**src/rtl/topo_game_ctrl.sv**
```systemverilog
// Whack-a-mole sequencer: spawns moles at LFSR-chosen cells, steers a cursor and scores strikes.
// Define SPEEDUP_EN to shorten the mole lifetime after every scored hit within a game.
module topo_game_ctrl #(
    parameter int         N_CELLS        = 9,
    parameter int         GRID_W         = 3,
    parameter int         TOPO_TICKS     = 20,
    parameter int         COOLDOWN_TICKS = 4,
    parameter int         GAME_MOLES     = 16,
    parameter logic [7:0] LFSR_SEED      = 8'hA5
) (
    input  logic               clk,
    input  logic               reset,
    input  logic               start,
    input  logic               btn_up,
    input  logic               btn_down,
    input  logic               btn_left,
    input  logic               btn_right,
    input  logic               btn_hit,
    input  logic [N_CELLS-1:0] hit,
    output logic [N_CELLS-1:0] poner_topo,
    output logic [N_CELLS-1:0] select,
    output logic               golpe,
    output logic [7:0]         score,
    output logic [7:0]         misses,
    output logic               busy,
    output logic               game_over
);

    localparam int N_ROWS = N_CELLS / GRID_W;
    localparam int T_MAX  = (TOPO_TICKS > COOLDOWN_TICKS) ? TOPO_TICKS : COOLDOWN_TICKS;
    localparam int TW     = $clog2(T_MAX + 1);

    localparam logic [3:0]         LAST_ROW  = 4'(N_ROWS - 1);
    localparam logic [3:0]         LAST_COL  = 4'(GRID_W - 1);
    localparam logic [4:0]         N_CELLS_W = 5'(N_CELLS);
    localparam logic [7:0]         MOLES_W   = 8'(GAME_MOLES);
    localparam logic [TW-1:0]      COOL_LOAD = TW'(COOLDOWN_TICKS - 1);
    localparam logic [N_CELLS-1:0] CELL0     = N_CELLS'(1);

    typedef enum logic [2:0] {
        S_IDLE,
        S_SPAWN,
        S_UP,
        S_COOL,
        S_DONE
    } state_e;

    state_e             state_q, state_d;
    logic [7:0]         lfsr_q, lfsr_d;
    logic [3:0]         row_q, row_d;
    logic [3:0]         col_q, col_d;
    logic [3:0]         cursor_d;
    logic [N_CELLS-1:0] select_q, select_d;
    logic [N_CELLS-1:0] poner_q, poner_d;
    logic [TW-1:0]      timer_q, timer_d;
    logic [TW-1:0]      life_load;
    logic [7:0]         score_q, score_d;
    logic [7:0]         misses_q, misses_d;
    logic [7:0]         count_q, count_d;
    logic [3:0]         cand;
    logic               cand_ok;

`ifdef SPEEDUP_EN
    localparam logic [TW-1:0] LIFE_INIT  = TW'(TOPO_TICKS);
    localparam logic [TW-1:0] LIFE_STEP  = TW'(TOPO_TICKS / 8);
    localparam logic [TW-1:0] LIFE_FLOOR = TW'(TOPO_TICKS / 4);

    logic [TW-1:0] life_q, life_d;

    assign life_load = life_q - TW'(1);
`else
    assign life_load = TW'(TOPO_TICKS - 1);
`endif

    // Fibonacci LFSR, taps 8,6,5,4; the low nibble proposes the next mole cell.
    assign lfsr_d  = {lfsr_q[6:0], lfsr_q[7] ^ lfsr_q[5] ^ lfsr_q[4] ^ lfsr_q[3]};
    assign cand    = lfsr_q[3:0];
    assign cand_ok = ({1'b0, cand} < N_CELLS_W);

    // Cursor: one move per cycle, up > down > left > right, wrapping inside row/column.
    always_comb begin
        row_d = row_q;
        col_d = col_q;
        if (btn_up) begin
            row_d = (row_q == 4'd0) ? LAST_ROW : row_q - 4'd1;
        end else if (btn_down) begin
            row_d = (row_q == LAST_ROW) ? 4'd0 : row_q + 4'd1;
        end else if (btn_left) begin
            col_d = (col_q == 4'd0) ? LAST_COL : col_q - 4'd1;
        end else if (btn_right) begin
            col_d = (col_q == LAST_COL) ? 4'd0 : col_q + 4'd1;
        end
        cursor_d = 4'(row_d * GRID_W) + col_d;
        select_d = CELL0 << cursor_d;
    end

    // NOTE: every signal driven here gets a default first, so no path leaves it unassigned and no latch is inferred.
    always_comb begin
        state_d  = state_q;
        poner_d  = poner_q;
        timer_d  = timer_q;
        score_d  = score_q;
        misses_d = misses_q;
        count_d  = count_q;
`ifdef SPEEDUP_EN
        life_d   = life_q;
`endif
        unique case (state_q)
            S_IDLE, S_DONE: begin
                if (start) begin
                    score_d  = 8'd0;
                    misses_d = 8'd0;
                    count_d  = 8'd0;
                    poner_d  = '0;
`ifdef SPEEDUP_EN
                    life_d   = LIFE_INIT;
`endif
                    state_d  = S_SPAWN;
                end
            end
            S_SPAWN: begin
                if (cand_ok) begin
                    poner_d = CELL0 << cand;
                    timer_d = life_load;
                    count_d = count_q + 8'd1;
                    state_d = S_UP;
                end
            end
            S_UP: begin
                timer_d = timer_q - TW'(1);
                // A strike landing on the final cycle still counts as a hit.
                if (|hit) begin
                    score_d = (score_q == 8'hFF) ? score_q : score_q + 8'd1;
                    poner_d = '0;
                    timer_d = COOL_LOAD;
                    state_d = S_COOL;
`ifdef SPEEDUP_EN
                    life_d  = (life_q < LIFE_FLOOR + LIFE_STEP) ? LIFE_FLOOR : life_q - LIFE_STEP;
`endif
                end else if (timer_q == '0) begin
                    misses_d = (misses_q == 8'hFF) ? misses_q : misses_q + 8'd1;
                    poner_d  = '0;
                    timer_d  = COOL_LOAD;
                    state_d  = S_COOL;
                end
            end
            S_COOL: begin
                timer_d = timer_q - TW'(1);
                if (timer_q == '0) begin
                    state_d = (count_q == MOLES_W) ? S_DONE : S_SPAWN;
                end
            end
            default: begin
                state_d = S_IDLE;
            end
        endcase
    end

    // NOTE: state registers use non-blocking assignments so every flop samples pre-edge values.
    always_ff @(posedge clk) begin
        if (reset) begin
            state_q  <= S_IDLE;
            lfsr_q   <= LFSR_SEED;
            row_q    <= 4'd0;
            col_q    <= 4'd0;
            select_q <= CELL0;
            poner_q  <= '0;
            timer_q  <= '0;
            score_q  <= 8'd0;
            misses_q <= 8'd0;
            count_q  <= 8'd0;
`ifdef SPEEDUP_EN
            life_q   <= LIFE_INIT;
`endif
        end else begin
            state_q  <= state_d;
            lfsr_q   <= lfsr_d;
            row_q    <= row_d;
            col_q    <= col_d;
            select_q <= select_d;
            poner_q  <= poner_d;
            timer_q  <= timer_d;
            score_q  <= score_d;
            misses_q <= misses_d;
            count_q  <= count_d;
`ifdef SPEEDUP_EN
            life_q   <= life_d;
`endif
        end
    end

    // The strike is combinational so the cells judge it against the current select.
    assign golpe      = btn_hit && (state_q == S_UP);
    assign poner_topo = poner_q;
    assign select     = select_q;
    assign score      = score_q;
    assign misses     = misses_q;
    assign busy       = (state_q == S_SPAWN) || (state_q == S_UP) || (state_q == S_COOL);
    assign game_over  = (state_q == S_DONE);

endmodule

```
**config.mk**
```make
export PLATFORM = sky130hd
export DESIGN_NAME = topo_game_ctrl
export DESIGN_NICKNAME = d
export VERILOG_FILES = /design/src/rtl/topo_game_ctrl.sv
export SDC_FILE = /design/constraint.sdc
export NUM_CORES = 1
export LEC_CHECK = 0
export CAP_MARGIN = 0
export CELL_PAD_IN_SITES_DETAIL_PLACEMENT = 0
export CELL_PAD_IN_SITES_GLOBAL_PLACEMENT = 1
export CORE_UTILIZATION = 40
export CTS_BUF_LIST = sky130_fd_sc_hd__clkbuf_4 sky130_fd_sc_hd__clkbuf_8 sky130_fd_sc_hd__clkbuf_16
export DETAILED_ROUTE_END_ITERATION = 6
export GPL_ROUTABILITY_DRIVEN = 0
export PLACE_DENSITY = 0.78
export SYNTH_ARGS = -nofsm -noshare
export SYNTH_HDL_FRONTEND = slang
export SYNTH_SLANG_ARGS = --single-unit
```
**constraint.sdc**
```tcl
create_clock -name clk -period 4.25 [get_ports clk]
set_input_delay 0.6375 -clock clk [delete_from_list [all_inputs] [get_ports clk]]
set_output_delay 0.6375 -clock clk [all_outputs]
set_load 0.01 [all_outputs]
```
# [Word-level counts from Yosys, hierarchy flattened]
# Cells that the tools add are included.
[op_classes] n_addsub=9 n_mul=1 magnitude_cmp=1 n_eq_ne=18 shift=2 muxes=36 n_bitwise=3 reduce_logical=19
[ops] op="8-bit two-way mux" count=7
[ops] op="8-bit case mux with 2 select lines" count=3
[ops] op="4-bit two-way mux" count=10
[ops] op="9-bit two-way mux" count=4
[ops] op="9-bit case mux with 3 select lines" count=1
[ops] op="8-bit by 1-bit adder with 8-bit output, second input constant" count=3
[ops] op="3-bit two-way mux" count=6
[ops] op="1-bit by 4-bit left shift with 9-bit output, first input constant" count=2
[ops] op="8-bit equality test, second input constant" count=2
[ops] op="2-bit inequality test, second input constant" count=8
[ops] op="5-bit two-way mux" count=3
[ops] op="5-bit case mux with 3 select lines" count=1
[ops] op="3-bit case mux with 4 select lines" count=1
[ops] op="4-bit AND reduction" count=3
[ops] op="9-bit OR reduction" count=1
[ops] op="4-bit by 1-bit adder with 4-bit output, second input constant" count=2
[ops] op="4-bit by 2-bit equality test with 1-bit output, second input constant" count=2
[ops] op="8-bit by 5-bit equality test with 1-bit output, second input constant" count=1
[ops] op="4-bit zero test" count=2
[ops] op="4-bit by 1-bit subtractor with 4-bit output, second input constant" count=2
[ops] op="3-bit by 2-bit equality test with 1-bit output, second input constant" count=2
[ops] op="3-bit nonzero test" count=2
[ops] op="5-bit zero test" count=1
[ops] op="5-bit AND reduction" count=1
[ops] op="15 further kinds" count=19
[totals] regBits=66 input_bits=17 out_inout_bits=37 word_cells=99

# [Logic depth before layout (Yosys ltp)]
[logic_depth] word_depth=8 mapped_depth=14

# [Least setup slack after synthesis]
# No wires, ideal clock.
[synth_timing] path_kind="register to register" from="register row_q[0]" to="register select_q[5] (netlist: select[5])" setup_ns=0.061 arrival_time_ns=3.238 path_slack_ns=0.952 path_stages_with_launch=14 path_buffers=0 period_less_slack_ns=3.298 path_cell_list="dfxtp_1 -> inv_1 -> ha_1 -> nor3b_1 -> nor2b_1 -> o311ai_0 -> xor2_1 -> ha_1 -> ha_1 -> inv_1 -> fa_1 -> xnor2_1 -> xnor3_2 -> and4bb_2"
[synth_via] elab_chain_len=7
[synth_rtl] element="start, declared" line="50" rtl="logic [3:0] row_q, row_d;"
[synth_rtl] element="start signal, assigned" line="178" rtl="row_q <= row_d;"
[synth_rtl] element="4-bit by 1-bit adder with 4-bit output / 4-bit by 2-bit equality test with 1-bit output (equally long branches)" line="87" rtl="row_d = (row_q == LAST_ROW) ? 4'd0 : row_q + 4'd1;"
[synth_rtl] element="4-bit two-way mux" line="87"
[synth_rtl] element="4-bit two-way mux" line="86" rtl="end else if (btn_down) begin"
[synth_rtl] element="4-bit two-way mux *" line="84" rtl="if (btn_up) begin"
[synth_rtl] element="4-bit by 2-bit multiplier with 4-bit output *" line="93" rtl="cursor_d = 4'(row_d * GRID_W) + col_d;"
[synth_rtl] element="4-bit adder *" line="93"
[synth_rtl] element="1-bit by 4-bit left shift with 9-bit output *" line="94" rtl="select_d = CELL0 << cursor_d;"
[synth_rtl] element="end signal, assigned" line="180" rtl="select_q <= select_d;"
[synth_rtl] element="end, declared" line="53" rtl="logic [N_CELLS-1:0] select_q, select_d;"
# Mark *: on every way between the ends. The rest lies on a longest branch, timed or not.
# A chain may end at the register's enable or synchronous reset.

# [Worst setup path after layout]
[layout_timing] from="input btn_up" to="register select_q[4] (netlist: select[4])"
[layout_via] elab_chain_len=4
[layout_rtl] element="start, declared" line="14" rtl="input logic btn_up,"
[layout_rtl] element="4-bit two-way mux" line="84"
[layout_rtl] element="4-bit by 2-bit multiplier with 4-bit output" line="93"
[layout_rtl] element="4-bit adder *" line="93"
[layout_rtl] element="1-bit by 4-bit left shift with 9-bit output *" line="94"
# Marks and branches as above.

==> impl_metrics.ini <==
[status]
status = completed

[timing]
maxSlewViolCount = 0
min_period_over_period_pct = 85.4
whs_ns = 0.409
tns_ns = 0
finalSetupViolations = 0
finalCriticalPeriod_ns = 3.63
max_freq_ghz = 0.275
max_slew_margin_pct = 49.7
hold_viol_final = 0
rsz0062_at_grt = no
fin_worst_skew_ns = 0.00675
worst_slew_pin_slew_ns = 0.743

[worst_setup_path]
r2r_start = row_q[0]
crit_start = btn_up
crit_path_max_fanout = 10
cp-start-kind = primary input
cp-end-kind = flip-flop
crit_required_ns = 4.48
critical_path_class = primary input to flip-flop
worstPathArrival_ns = 3.86

[routing]
detail-route-antenna-nets = 0
drt_first_pass_iters = 4
drt-initial-drc-count = 114
met2_length_um = 3490
dr.max_layer_used = met4
drc = 0
vias = 2772
wl_um = 7160
wl_per_cell_um = 13.2
vias_per_cell = 5.12
met1_length_um = 3410
wl_met3_um = 158

[synth]
yosys_most_used_dff = dfxtp_1
synth_edf_count = 0
synth-seq-cells = 66
syn_area_sq_um = 3300
synthesis.nets = 417
avgSynthCellArea_sq_um = 8.69
seq_area_frac_synth_pct = 40.0
synthCells = 380
yosysWarnings = 0
netlist.area_leader.share_pct = 40.0
ys_top_cells_by_area = dfxtp_1 40%, ha_1 7.2%, nor2_1 5.9%
synth_area_leader_cell = dfxtp_1
synth_cell_types = 56
ys_async_sr_fraction_pct = 0

[hold_path]
holdCritStartpoint = lfsr_q[6]
hold_class = flip-flop to flip-flop

[clock_tree]
path_clk_slew_ns = 0.07
cts_sinks = 66
clockBufferDepth = 2
clkLatencyLatePin_ns = 0.34
htreeDepth = 3
cts_made_buffers = 9
post_cts_buffers = 0
cts_root_buffer = clkbuf_8
tritoncts = built
cts_resized = 0
cts_hold_buf = 0

[global_route]
antenna_found_initial = 0
grt_first_pass_wirelength_um = 12200
grt_pass1_vias = 2686
grt_max_degree = 28
grt_overflow_total = 0
grtUsageTotal_pct = 17.9

[pwr]
ir_drop_v = 0.000189
leakage_nw = 1.55
p_per_area_nw_per_um2 = 412

[place]
portBuffers = 53
dp_hpwl_um = 5210

[layout]
mostFrequentLayoutCell = dfxtp_1
nets = 472
diodes = 0
drive_above_1_share_pct = 6.83
syn2layout_area_growth_pct = 25.8
layout_common_cells = 66 x dfxtp_1, 53 x clkdlybuf4s50_1, 52 x nor2_1
final_util_pct = 52.9

[floorplanning]
start_util_pct = 42.1
rows = 32
fp.dieW_um = 92.9
die_h_um = 92.9
core-area_sq_um = 7850
top_level_ports = 54
die_area_sq_um = 8620

[job]
cap_violations = 0
Yosys cell counts, types with 3 or more instances:
master    instances
a211oi_1          5
a21oi_1          15
a31oi_1           3
a32o_1            5
and2_1            5
and3_1            4
clkbuf_1          9
dfxtp_1          66
ha_1             19
inv_1            20
mux2i_1           4
nand2_1          27
nand2b_1          5
nand3_1          16
nand4_1           7
nor2_1           52
nor2b_1          12
nor3_1           15
nor3b_1           3
nor4b_1           7
o21ai_0          12
or3_1             3
xnor2_1          10
xor2_1           14
report_power, final:
group          internal (mW)  switching, mW
registers              0.665         0.0463
logic                  0.195          0.230
clock network          0.348          0.228
total                   1.21          0.504
worst max-delay path, stage by stage:
cell	delay, ns
clkdlybuf4s50_1	0.64
nor2_2	0.14
a211oi_1	0.56
xor2_1	0.15
ha_1	0.31
ha_1	0.14
inv_1	0.05
fa_1	0.38
xnor2_1	0.20
xnor3_2	0.36
nor4b_1	0.29
area by class of cell:
type,instances,area (sq um)
Multi-Input combinational cell,282,1860
Timing Repair Buffer,56,553
Sequential cell,66,1320
Tap cell,102,128
Clock inverter,1,30.0
Fill cell,778,3690
Inverter,20,75.1
Clock buffer,14,193
routing by layer:
layer  vias to the layer above  track usage (%)
met5                         -                0
met4                         0             8.08
met3                         8             2.96
met2                        30             30.5
met1                      1291             21.9
li1                       1443                -
sequential cells by signal (all words and copies together), names as in the netlist, 5 cells and up:
name and flops:
count_q 8, timer_q 5, lfsr_q 8, misses 8, select 9, poner_topo 9, score 8
stage by stage:
| stage | cells | total power [mW] | instance area [sq um] | worst slack (ns) |
|---|---|---|---|---|
| floorplan | 380 | 1.01 | 3300 | 0.952 |
| global route | 541 | 1.81 | 4160 | 0.252 |
| CTS | 541 | 1.73 | 4160 | 0.614 |
| global placement | 526 | 1.14 | 3930 | 0.445 |
| detailed placement | 526 | 1.15 | 3930 | 0.270 |
| finish | 541 | 1.71 | 4160 | 0.618 |
final timing paths:
| check | endpoint | slack, ns | cells after the start |
|---|---|---|---|
| worst max-delay path | select[4] | 0.62 | 11 |
| worst min-delay path | lfsr_q[7] | 0.41 | 1 |
| worst max register to register | select[4] | 0.66 | 13 |
| worst min register to register | lfsr_q[7] | 0.41 | 1 |
kinds of logic (layout without fill, tap and decap cells):
family	after synthesis	in the layout	synth area share [%]
simple gates	168	168	26.3
flops	66	66	40.0
compound gates	63	63	13.1
buf+inv	32	91	3.79
xor+xnor	25	25	7.09
fa+ha+maj	20	20	7.81
mux	6	6	1.89
(Power assumes the default switching activity.)
